File: src/rtl/puf_challenge_ctrl.sv
`default_nettype none
// ============================================================================
//  Module   : puf_challenge_ctrl
//  Purpose  : Sequencer for an arbiter-PUF swap-stage chain. Drives a
//             challenge onto the stage selects, fires N_EVAL launch pulses,
//             samples the arbiter after each race and majority-votes the
//             response.
//  Revision : 1.0  initial release
// ============================================================================
module puf_challenge_ctrl #(
    parameter  int N_STAGES   = 64,
    parameter  int SETTLE_CYC = 4,
    parameter  int RACE_CYC   = 8,
    parameter  int N_EVAL     = 5,
    localparam int c_ones_w   = $clog2(N_EVAL + 1)
) (
    input  logic                clk,
    input  logic                rst,
    input  logic                req_valid,
    output logic                req_ready,
    input  logic [N_STAGES-1:0] challenge,
    output logic [N_STAGES-1:0] chal_out,
    output logic                launch,
    input  logic                arb_in,
    output logic                resp_valid,
    input  logic                resp_ready,
    output logic                resp,
    output logic [c_ones_w-1:0] ones_cnt,
    output logic                busy
);

    // State encoding
    localparam logic [2:0] c_st_idle   = 3'd0;
    localparam logic [2:0] c_st_settle = 3'd1;
    localparam logic [2:0] c_st_fire   = 3'd2;
    localparam logic [2:0] c_st_sample = 3'd3;
    localparam logic [2:0] c_st_relax  = 3'd4;
    localparam logic [2:0] c_st_done   = 3'd5;

    // Phase timer sized for the longer of the two timed phases
    localparam int c_tmr_max = (SETTLE_CYC > RACE_CYC) ? SETTLE_CYC : RACE_CYC;
    localparam int c_tmr_w   = $clog2(c_tmr_max + 1);

    localparam logic [c_tmr_w-1:0]  c_settle_last = c_tmr_w'(SETTLE_CYC - 1);
    localparam logic [c_tmr_w-1:0]  c_race_last   = c_tmr_w'(RACE_CYC - 1);
    localparam logic [c_ones_w-1:0] c_eval_last   = c_ones_w'(N_EVAL - 1);
    localparam logic [c_ones_w-1:0] c_half        = c_ones_w'(N_EVAL / 2);

    logic [2:0]          r_state;
    logic [2:0]          w_state_nxt;
    logic [c_tmr_w-1:0]  r_tmr;
    logic [c_ones_w-1:0] r_evals;
    logic [c_ones_w-1:0] r_ones;
    logic [N_STAGES-1:0] r_chal;
    logic                r_launch;
    logic                w_timed;

    // A tie in the vote is impossible only for odd evaluation counts
    a_neval_odd: assert property (@(posedge clk) (N_EVAL % 2) == 1);

    // State register
    always_ff @(posedge clk) begin
        if (rst) begin
            r_state <= c_st_idle;
        end else begin
            r_state <= w_state_nxt;
        end
    end

    // Next-state decode
    always_comb begin
        w_state_nxt = r_state;
        case (r_state)
            c_st_idle:   if (req_valid)               w_state_nxt = c_st_settle;
            c_st_settle: if (r_tmr == c_settle_last)  w_state_nxt = c_st_fire;
            c_st_fire:   if (r_tmr == c_race_last)    w_state_nxt = c_st_sample;
            c_st_sample: w_state_nxt = (r_evals == c_eval_last) ? c_st_done : c_st_relax;
            c_st_relax:  if (r_tmr == c_settle_last)  w_state_nxt = c_st_fire;
            c_st_done:   if (resp_ready)              w_state_nxt = c_st_idle;
            default:     w_state_nxt = c_st_idle;
        endcase
    end

    assign w_timed = (r_state == c_st_settle) || (r_state == c_st_fire) ||
                     (r_state == c_st_relax);

    // Datapath: phase timer, challenge latch, launch flop, vote counters.
    // launch is a delayed copy of FIRE: it rises one cycle into FIRE and
    // covers the SAMPLE cycle, so the chain races for exactly RACE_CYC
    // cycles before the arbiter is captured.
    always_ff @(posedge clk) begin
        if (rst) begin
            r_tmr    <= '0;
            r_evals  <= '0;
            r_ones   <= '0;
            r_chal   <= '0;
            r_launch <= 1'b0;
        end else begin
            r_launch <= (r_state == c_st_fire);
            if (w_timed && (w_state_nxt == r_state)) begin
                r_tmr <= r_tmr + 1'b1;
            end else begin
                r_tmr <= '0;
            end
            if ((r_state == c_st_idle) && req_valid) begin
                r_chal  <= challenge;
                r_evals <= '0;
                r_ones  <= '0;
            end
            if (r_state == c_st_sample) begin
                r_evals <= r_evals + 1'b1;
                r_ones  <= r_ones + c_ones_w'(arb_in);
            end
        end
    end

    // Status outputs decoded from the registered state
    always_comb begin
        req_ready  = (r_state == c_st_idle);
        busy       = (r_state != c_st_idle);
        resp_valid = (r_state == c_st_done);
        resp       = (r_ones > c_half);
    end

    assign chal_out = r_chal;
    assign launch   = r_launch;
    assign ones_cnt = r_ones;

endmodule
`default_nettype wire
File: config.mk
export PLATFORM = sky130hd
export DESIGN_NAME = puf_challenge_ctrl
export DESIGN_NICKNAME = d
export VERILOG_FILES = /design/src/rtl/puf_challenge_ctrl.sv
export SDC_FILE = /design/constraint.sdc
export NUM_CORES = 1
export LEC_CHECK = 0
export CORE_ASPECT_RATIO = 0.6
export CORE_MARGIN = 4
export CORE_UTILIZATION = 41
export CTS_CLUSTER_SIZE = 8
export DETAILED_ROUTE_END_ITERATION = 10
export HOLD_SLACK_MARGIN = 0.08
export MAX_ROUTING_LAYER = met4
export PLACE_DENSITY_LB_ADDON = 0.05
export SLEW_MARGIN = 20
export SYNTH_ARGS = -nofsm -noshare
export SYNTH_HDL_FRONTEND = slang
export SYNTH_SLANG_ARGS = --single-unit
File: constraint.sdc
create_clock -name clk -period 1.85 [get_ports clk]
set_input_delay 0.37 -clock clk [delete_from_list [all_inputs] [get_ports clk]]
set_output_delay 0.37 -clock clk [all_outputs]
set_load 0.01 [all_outputs]
==> metrics.md <==
| Metric | Value |
|---|---|
| Hold Crit Class | `input port to register` |
| Max-slew violations | `0` |
| Setup TNS | `0 ns` |
| CORE AREA | `6850 sq um` |
| Critical path type | `register to primary output` |
| Synth area leaders | `dfxtp_1 (53%), nand2_1 (17%), a21oi_1 (12%)` |
| Power, Total | `4.05 mW` |
| Fillers | `583` |
| Mapped Avg Cell Area | `8.19 sq um` |
| IR drop worst, VDD | `0.580 mV` |
| Most common cell after layout, fill and taps aside | `clkdlybuf4s50_1` |
| RSZ-0062 raised after global routing | `no` |
| Total GRT Usage | `20.5%` |
| Worst-path cell with the longest stage delay | `clkdlybuf4s50_1` |
| TritonRoute pass-1 iters | `4` |
| Worst skew pair latency | `0.32 ns` |
| Crit path time final | `1.76 ns` |
| P&R area growth vs syn | `58.3%` |
| DRT antenna net count | `0` |
| TritonCTS Buffers | `9` |
| Largest net degree at the start of global routing | `68` |
| Chip Width | `118 um` |
| Share of layout cells above drive strength 1 | `7.55%` |
| Arr. time, crit path | `1.39 ns` |
| Outcome | `finished, final reports clean` |
| Routed wire per std cell | `14.3 um` |
| DIE AREA | `8730 sq um` |
| Reg clk slew, reported paths | `0.06 ns` |
| I/O pin count | `141` |
| Clock root cell | `clkbuf_16` |
| Crit-path leading delay family | `buffers and inverters` |
| CP Capture Type | `primary output` |
| Final setup fails | `0` |
| Nets@finish | `573` |
| First-pass GRT wire length | `13800 um` |
| Max Cap Viol | `0` |
| Initial antenna violation count | `0` |
| Number of vias per cell | `4.89` |
| Fin Clk Skew | `0.00395 ns` |
| TritonCTS clock tree | `built` |
| GPL Wtd Cong | `0.791` |
| Vias in the first global route | `2782` |
| Yosys reg bits | `78` |
| Commonest cells after routing, fill and taps aside | `clkdlybuf4s50_1 (136), nand2_1 (135), dfxtp_1 (77)` |
| CP peak stage delay | `0.55 ns` |
| H-tree lvl count | `3` |
| Clock sink total | `78` |
| DRT Wirelength | `8450 um` |
| Top FF cell, synth | `dfxtp_1` |
| Synth warn | `0` |
| Post-synth top area share | `52.5%` |
| Final Hold Viols | `0` |
| Largest fanout on the critical path | `4` |
| Critical Path RT | `1.48 ns` |
| Clock Path Buffers | `2` |
| Mapped Cells | `363` |
| Grt ovf | `0` |
| Std-Cell Rows | `23` |
| Cell area after synthesis | `2970 sq um` |
| Number of remaining DRC errors | `0` |
| Slew headroom | `64.5%` |
| FMAX | `567 MHz` |
| DR iter-0 viols | `153` |
| CP Cell Sequence | `a21o_1 -> clkdlybuf4s50_1` |
| Pwr Density | `861 nW/um^2` |
| Yosys cell types | `36` |
| Async S/R FF share, synth | `0%` |
| Worst path bufs/invs | `1` |
| Final period util | `95.4%` |
| PortBufs | `140` |
| Worst setup SP type | `register` |
| Leak Pwr | `1.80 nW` |
| Synth area leader | `dfxtp_1` |
| Hold_buf cts | `0` |
| Post-synth EDFFs | `0` |
| Initial core utilization | `43.4%` |
| Post-synth net total | `437` |
| Die height | `74.0 um` |
| Antenna cells | `0` |
| Detail Placement HPWL | `6070 um` |
| DR vias | `2885` |
| Sequential area share after synthesis | `52.5%` |
| Worst-Margin Slew | `0.533 ns` |
-- state kept, by name, summed over array words and instances (netlist names) --
name and flops:
chal_out 64, launch 1, ones_cnt 3, r_evals 3, r_state 3, r_tmr 4
-- where the power goes --
part           switching, mW  leakage [nW]  internal [mW]
Sequential            0.0441         0.639           1.77
Combinational          0.281          1.02          0.359
Clock                  0.630         0.137          0.965
Total                  0.956          1.80           3.10
-- Yosys cell counts (2+ instances only) --
library cell and number:
a21oi_1 71, buf_2 3, buf_4 6, buf_6 4
clkbuf_1 13, dfxtp_1 78, ha_1 5, inv_1 3
nand2_1 136, nand3_1 4, nand3b_1 2, nor2_1 7
nor2b_1 2, nor3_1 4, nor3_2 2, xor2_1 3
-- metal layers --
layer  up-vias  part of all wire, %  track usage, %  routed length (um)
met5         -                    0               -                   0
met3         9                  8.4            8.81                 706
li1       1450                    -               -                   -
met1      1327                   46            24.8                3870
met4         0                 0.97            7.01                  82
met2        99                   45            31.2                3790
-- final cells by class --
class / count / area, sq um / share of cell area (%)
clock buffer: 11 / 253 / 5.37
clock inverter: 4 / 22.5 / 0.478
inverter: 4 / 15.0 / 0.319
multi-input combinational: 255 / 1250 / 26.5
sequential: 78 / 1560 / 33.2
tap: 87 / 109 / 2.31
timing repair buffer: 151 / 1500 / 31.9
-- through the flow --
step / hold slack, ns / util (%) / cell area, sq um / std cells / setup WS [ns]
floorplan: 0.443 / - / 2970 / 363 / 0.324
global placement: 0.441 / 64.8 / 4440 / 575 / 0.0518
detailed placement: 0.446 / 64.8 / 4440 / 575 / 0.0145
CTS: 0.300 / 68.7 / 4710 / 590 / 0.0534
global route: 0.323 / 68.7 / 4710 / 590 / 0.0333
finish: 0.310 / 68.7 / 4710 / 590 / 0.0857
-- cells by family (layout without fill, tap and decap cells) --
logic type               after synthesis  count (layout)  synth area share [%]
AO/OA/AOI/OAI                         77              77                  13.6
XOR/XNOR                               4               4                  1.18
adder cells (fa/ha/maj)                5               5                  2.10
buffers and inverters                 30             170                  5.68
flip-flops                            78              78                  52.5
AND/OR/NAND/NOR                      169             169                  24.9
-- path summary, 6_finish.rpt --
check,from,endpoint,slack [ns],depth (start not counted)
max,ones_cnt[0],resp,0.09,2
min,rst,chal_out[4],0.31,2
max reg2reg,r_tmr[0],r_tmr[0],0.28,6
min reg2reg,chal_out[0],chal_out[0],0.45,2
-- repair_timing --
action / in CTS / in global routing
endpoints found under the hold margin: 0 / 0
setup endpoints to repair: 3 / 0
resized for setup: 4 / 0
buffers inserted: 0 / 0
(Power assumes the default switching activity.)
